## src/rtl/factorial_bcd.sv

```systemverilog
// Purpose: converts a WIDTH-bit binary value (with its overflow flag) to packed BCD by shift-and-add-3.
// Latency: start accepted at edge k, bcd/ovf_out loaded at edge k+WIDTH, done high for the following cycle.
// Backpressure: none; start is only sampled in IDLE, so a held start yields one conversion per WIDTH+2 edges.
module factorial_bcd #(
  parameter int WIDTH  = 21,
  parameter int DIGITS = 7
) (
  input  logic                  clock,
  input  logic                  reset,
  input  logic                  start,
  input  logic [WIDTH-1:0]      bin,
  input  logic                  ovf_in,
  output logic                  busy,
  output logic                  done,
  output logic [4*DIGITS-1:0]   bcd,
  output logic                  ovf_out
);

  // Counter must hold values up to WIDTH without wrapping.
  localparam int CW = $clog2(WIDTH + 1);
  localparam int BW = 4 * DIGITS;

  typedef enum logic [1:0] {
    IDLE  = 2'd0,
    SHIFT = 2'd1,
    DONE  = 2'd2
  } state_t;

  state_t                state;
  state_t                state_nx;
  logic [WIDTH-1:0]      sreg;
  logic [BW-1:0]         scratch;
  logic [BW-1:0]         adj;
  logic [BW+WIDTH-1:0]   shifted;
  logic [CW-1:0]         cnt;
  logic                  ovf_cap;
  logic                  last;

  // Add 3 to every scratch digit that is 5 or more, so the following shift carries correctly into the next digit.
  always_comb begin
    adj = scratch;
    for (int i = 0; i < DIGITS; i++) begin
      if (scratch[4*i +: 4] >= 4'd5) begin
        adj[4*i +: 4] = scratch[4*i +: 4] + 4'd3;
      end
    end
  end

  // One double-dabble step: the adjusted digits and the remaining binary bits move left together.
  assign shifted = {adj, sreg} << 1;

  // The shift performed while cnt == WIDTH-1 is the WIDTH-th and final one.
  assign last = (cnt == CW'(WIDTH - 1));

  // State register.
  always_ff @(posedge clock) begin
    if (reset) begin
      state <= IDLE;
    end else begin
      state <= state_nx;
    end
  end

  // Next-state logic and status outputs decoded from the current state.
  always_comb begin
    state_nx = state;
    busy     = 1'b0;
    done     = 1'b0;
    case (state)
      IDLE: begin
        if (start) begin
          state_nx = SHIFT;
        end
      end
      SHIFT: begin
        busy = 1'b1;
        if (last) begin
          state_nx = DONE;
        end
      end
      DONE: begin
        done     = 1'b1;
        state_nx = IDLE;
      end
      default: begin
        state_nx = IDLE;
      end
    endcase
  end

  // Datapath: capture operands on an accepted start, shift while converting, publish the result on the last shift.
  always_ff @(posedge clock) begin
    if (reset) begin
      sreg    <= '0;
      scratch <= '0;
      cnt     <= '0;
      ovf_cap <= 1'b0;
      bcd     <= '0;
      ovf_out <= 1'b0;
    end else begin
      case (state)
        IDLE: begin
          if (start) begin
            sreg    <= bin;
            ovf_cap <= ovf_in;
            scratch <= '0;
            cnt     <= '0;
          end
        end
        SHIFT: begin
          scratch <= shifted[BW+WIDTH-1:WIDTH];
          sreg    <= shifted[WIDTH-1:0];
          cnt     <= cnt + CW'(1);
          if (last) begin
            bcd     <= shifted[BW+WIDTH-1:WIDTH];
            ovf_out <= ovf_cap;
          end
        end
        default: begin
        end
      endcase
    end
  end

endmodule
```

## config.mk

```make
export PLATFORM = sky130hd
export DESIGN_NAME = factorial_bcd
export DESIGN_NICKNAME = d
export VERILOG_FILES = /design/src/rtl/factorial_bcd.sv
export SDC_FILE = /design/constraint.sdc
export NUM_CORES = 1
export LEC_CHECK = 0
export ABC_AREA = 0
export CORE_MARGIN = 5
export CORE_UTILIZATION = 50
export CTS_BUF_LIST = sky130_fd_sc_hd__clkbuf_4 sky130_fd_sc_hd__clkbuf_8
export DETAILED_ROUTE_END_ITERATION = 10
export GPL_TIMING_DRIVEN = 0
export PLACE_DENSITY = 0.74
export SETUP_SLACK_MARGIN = 0.2
export SLEW_MARGIN = 0
export SYNTH_ARGS = -nofsm -noshare
export SYNTH_HDL_FRONTEND = slang
export SYNTH_SLANG_ARGS = --single-unit
```

## constraint.sdc

```tcl
create_clock -name clock -period 3.5 [get_ports clock]
set_input_delay 0.7 -clock clock [delete_from_list [all_inputs] [get_ports clock]]
set_output_delay 0.7 -clock clock [all_outputs]
set_load 0.01 [all_outputs]
```

==> results.json <==
{
  "critical_register_to_register_path_endpoint": "state[0]$_SDFFE_PP0P_",
  "power-per-cell-area_mw_per_mm2": 411,
  "std_cell_rows": 31,
  "average_cell_area_after_synthesis_um2": 8.96,
  "syn2layout_area_growth_pct": 22.8,
  "sink_count": 86,
  "period_share": 0.695,
  "setup-tns-final_ps": 0,
  "setup_crit_end_kind": "output port",
  "crit_required_ps": 2800,
  "grt_setup_unrepaired": "no",
  "number_of_antenna_violations_at_the_first_check_in_global_routing": 0,
  "dr_total_vias": 3260,
  "post_synth_num_cell_types": 34,
  "yosys_warns": 0,
  "syn-cell-area_mm2": 0.00383,
  "crit_arrival_ps": 1730,
  "cts_htree_levels": 3,
  "timing.hold.worst.start": "sreg[0]$_SDFFE_PP0P_",
  "detail_route.wl_per_cell_um": 15.3,
  "die_y_um": 97.5,
  "post_route_cells_drive_above_1_share": 0.123,
  "finClkSkew_ps": 9.13,
  "r2r_start": "state[1]$_SDFFE_PP0P_",
  "ir_worst_vdd_mv": 0.253,
  "timing.hold.worst.class": "reg -> reg",
  "clock_insertion_delay_worst_skew_ps": 350,
  "postRouteAntennaNets": 0,
  "grt_pass1_vias": 3162,
  "power.leakage_nw": 1.67,
  "internal_power_mw": 1.47,
  "first_pass_grt_wire_length_mm": 15.0,
  "post_cts_resize_count": 0,
  "largest_net_degree_at_the_start_of_global_routing": 14,
  "nets": 533,
  "synth_async_sr_flop_share": 0,
  "post-route-min-period_ps": 2430,
  "synth-seq-cells": 86,
  "drtPass1Iterations": 4,
  "startpoint_class_of_the_critical_path": "flop",
  "cell_depth_of_the_worst_flop_to_flop_path": 5,
  "setup.reg_to_reg.worst_slack_ps": 1740,
  "synth_seq_area_share": 0.450,
  "globalRoute.totalOverflow": 0,
  "power.combinational.fraction": 0.090,
  "power.share.clock": 0.378,
  "synth_nets": 468,
  "run_status": "finished clean",
  "final-setup-viol-count": 0,
  "place.detailed.instances": 580,
  "tritoncts": "done",
  "cts_made_buffers": 9,
  "report.final.slew_viol_count": 0,
  "synth_top_area_cell": "sky130_fd_sc_hd__dfxtp_1",
  "net-switching-power_mw": 0.464,
  "final_hold_viol_count": 0,
  "setup.worst_path.class": "reg -> out",
  "gr-usage-all-layers": 0.193,
  "cts.root.buffer_cell": "sky130_fd_sc_hd__clkbuf_8",
  "finish.cell_count_without_fillers": 596,
  "power_switching_share": 0.241,
  "initial_utilization": 0.519,
  "io_pins": 56,
  "synth_edf_count": 0,
  "post-layout-total-power_mw": 1.93,
  "hpwl_mm": 6.39,
  "io_buffer_count": 54,
  "die_area_mm2": 0.00950,
  "dieWidth_um": 97.5,
  "seq_power_share": 0.532,
  "synth_top_area_share": 0.450,
  "clkTransAtPathRegs_ps": 80,
  "hold_buffers": 0,
  "place.gp.congestion": 0.863,
  "n_antenna_cell": 0,
  "timing.critical_path.fanout_max": 8,
  "totalWireLength_mm": 9.12,
  "netlist_top_cells_count": "86 x sky130_fd_sc_hd__dfxtp_1, 83 x sky130_fd_sc_hd__nor2_1, 27 x sky130_fd_sc_hd__o22ai_1",
  "worstHoldPathCells": 1,
  "post_cts.repair.setup_buffers": 0,
  "drv.max_cap_violation_count": 0,
  "worst-slew-pin-transition_ps": 799,
  "first_iter_violations": 157,
  "synth.most_common_cell": "sky130_fd_sc_hd__dfxtp_1",
  "max_freq_ghz": 0.411,
  "dominantRegCellSynth": "sky130_fd_sc_hd__dfxtp_1",
  "cells_taking_the_most_area_after_synthesis": "sky130_fd_sc_hd__dfxtp_1 45%, sky130_fd_sc_hd__nor2_1 8.1%, sky130_fd_sc_hd__ha_1 5.2%, sky130_fd_sc_hd__o22ai_1 4.4%, sky130_fd_sc_hd__a211oi_2 3.9%",
  "cts.path.max_buffers": 2,
  "avg_vias_per_cell": 5.47,
  "gate_count_of_the_mapped_netlist": 427,
  "drcViolationCount": 0,
  "worst_hold_endpoint": "sreg[0]$_SDFFE_PP0P_",
  "timing.slew.headroom": 0.466,
  "area_inside_the_core_boundary_mm2": 0.00737
}
[critical path, cell delays in order (launching register included)]
cell	delay [ps]
sky130_fd_sc_hd__dfxtp_1	360
sky130_fd_sc_hd__nand2b_1	150
sky130_fd_sc_hd__buf_2	170
sky130_fd_sc_hd__inv_2	140
sky130_fd_sc_hd__clkdlybuf4s50_1	560
[worst max-delay path by stage]
stage | startpoint | endpoint
after floorplan | start | ovf_cap$_SDFFE_PP0P_
after global placement | start | ovf_cap$_SDFFE_PP0P_
after detailed placement | start | ovf_cap$_SDFFE_PP0P_
after CTS | state[1]$_SDFFE_PP0P_ | busy
after global routing | state[1]$_SDFFE_PP0P_ | busy
final | state[1]$_SDFFE_PP0P_ | busy
[per-stage QoR]
| step | cell area, um^2 | setup slack [ps] | hold slack, ps | util |
|---|---|---|---|---|
| after CTS | 4700 | 1050 | 488 | 0.638 |
| after detailed placement | 4490 | 1070 | 465 | 0.609 |
| after global placement | 4490 | 1090 | 462 | 0.609 |
| after global routing | 4700 | 991 | 510 | 0.638 |
| final | 4700 | 1070 | 484 | 0.638 |
| after floorplan | 3830 | 1740 | 443 | - |
[sequential cells by signal, summed over array words and instances (netlist names)]
name / cells
scratch: 28
bcd: 28
sreg: 21
state: 2
ovf_out: 1
ovf_cap: 1
cnt: 5
[final cells by class]
cell class | instances | area [um^2]
Multi-Input combinational cell | 297 | 1900
Tap cell | 99 | 124
Fill cell | 651 | 2670
Buffer | 25 | 133
Sequential cell | 86 | 1720
Timing Repair Buffer | 54 | 541
Clock buffer | 13 | 166
Clock inverter | 3 | 42.5
Inverter | 19 | 71.3
[layer usage]
| layer | track usage | wire, um | part of all wire |
|---|---|---|---|
| met1 | 0.244 | 4090 | 0.45 |
| met2 | 0.322 | 4380 | 0.48 |
| met3 | 0.0366 | 439 | 0.048 |
| met4 | 0.0809 | 208 | 0.023 |
| met5 | 0 | 0 | 0 |
[cell usage in the layout, fill, tap and decap left out, types with 16 or more instances in the layout]
| master | netlist | final |
|---|---|---|
| sky130_fd_sc_hd__a21oi_1 | 21 | 21 |
| sky130_fd_sc_hd__o21ai_0 | 18 | 18 |
| sky130_fd_sc_hd__clkdlybuf4s50_1 | 0 | 54 |
| sky130_fd_sc_hd__ha_1 | 16 | 16 |
| sky130_fd_sc_hd__dfxtp_1 | 86 | 86 |
| sky130_fd_sc_hd__inv_1 | 18 | 18 |
| sky130_fd_sc_hd__nand2b_1 | 23 | 23 |
| sky130_fd_sc_hd__nor2_1 | 83 | 83 |
| sky130_fd_sc_hd__nor4_1 | 20 | 20 |
| sky130_fd_sc_hd__o22ai_1 | 27 | 27 |
[logic make-up (layout without fill, tap and decap cells)]
group	count (synthesis)	count (layout)	share of synthesized area
DFF	86	86	0.450
buffers and inverters	44	114	0.0533
adders and majority gates	16	16	0.0523
muxes	12	12	0.0343
and+or+nand+nor	167	167	0.220
AOI/OAI and AO/OA	95	95	0.174
xor gates and xnor gates	7	7	0.0160
[power by group through the flow]
stage | clock [mW] | sequential (mW) | combinational, mW
3_5_place_dp | 0 | 1.05 | 0.172
4_1_cts | 0.741 | 1.03 | 0.173
2_1_floorplan | 0 | 1.05 | 0.110
3_3_place_gp | 0 | 1.05 | 0.170
5_1_grt | 0.779 | 1.03 | 0.195
6_report | 0.730 | 1.03 | 0.173
Note: power is estimated with default switching activity, not from simulation.
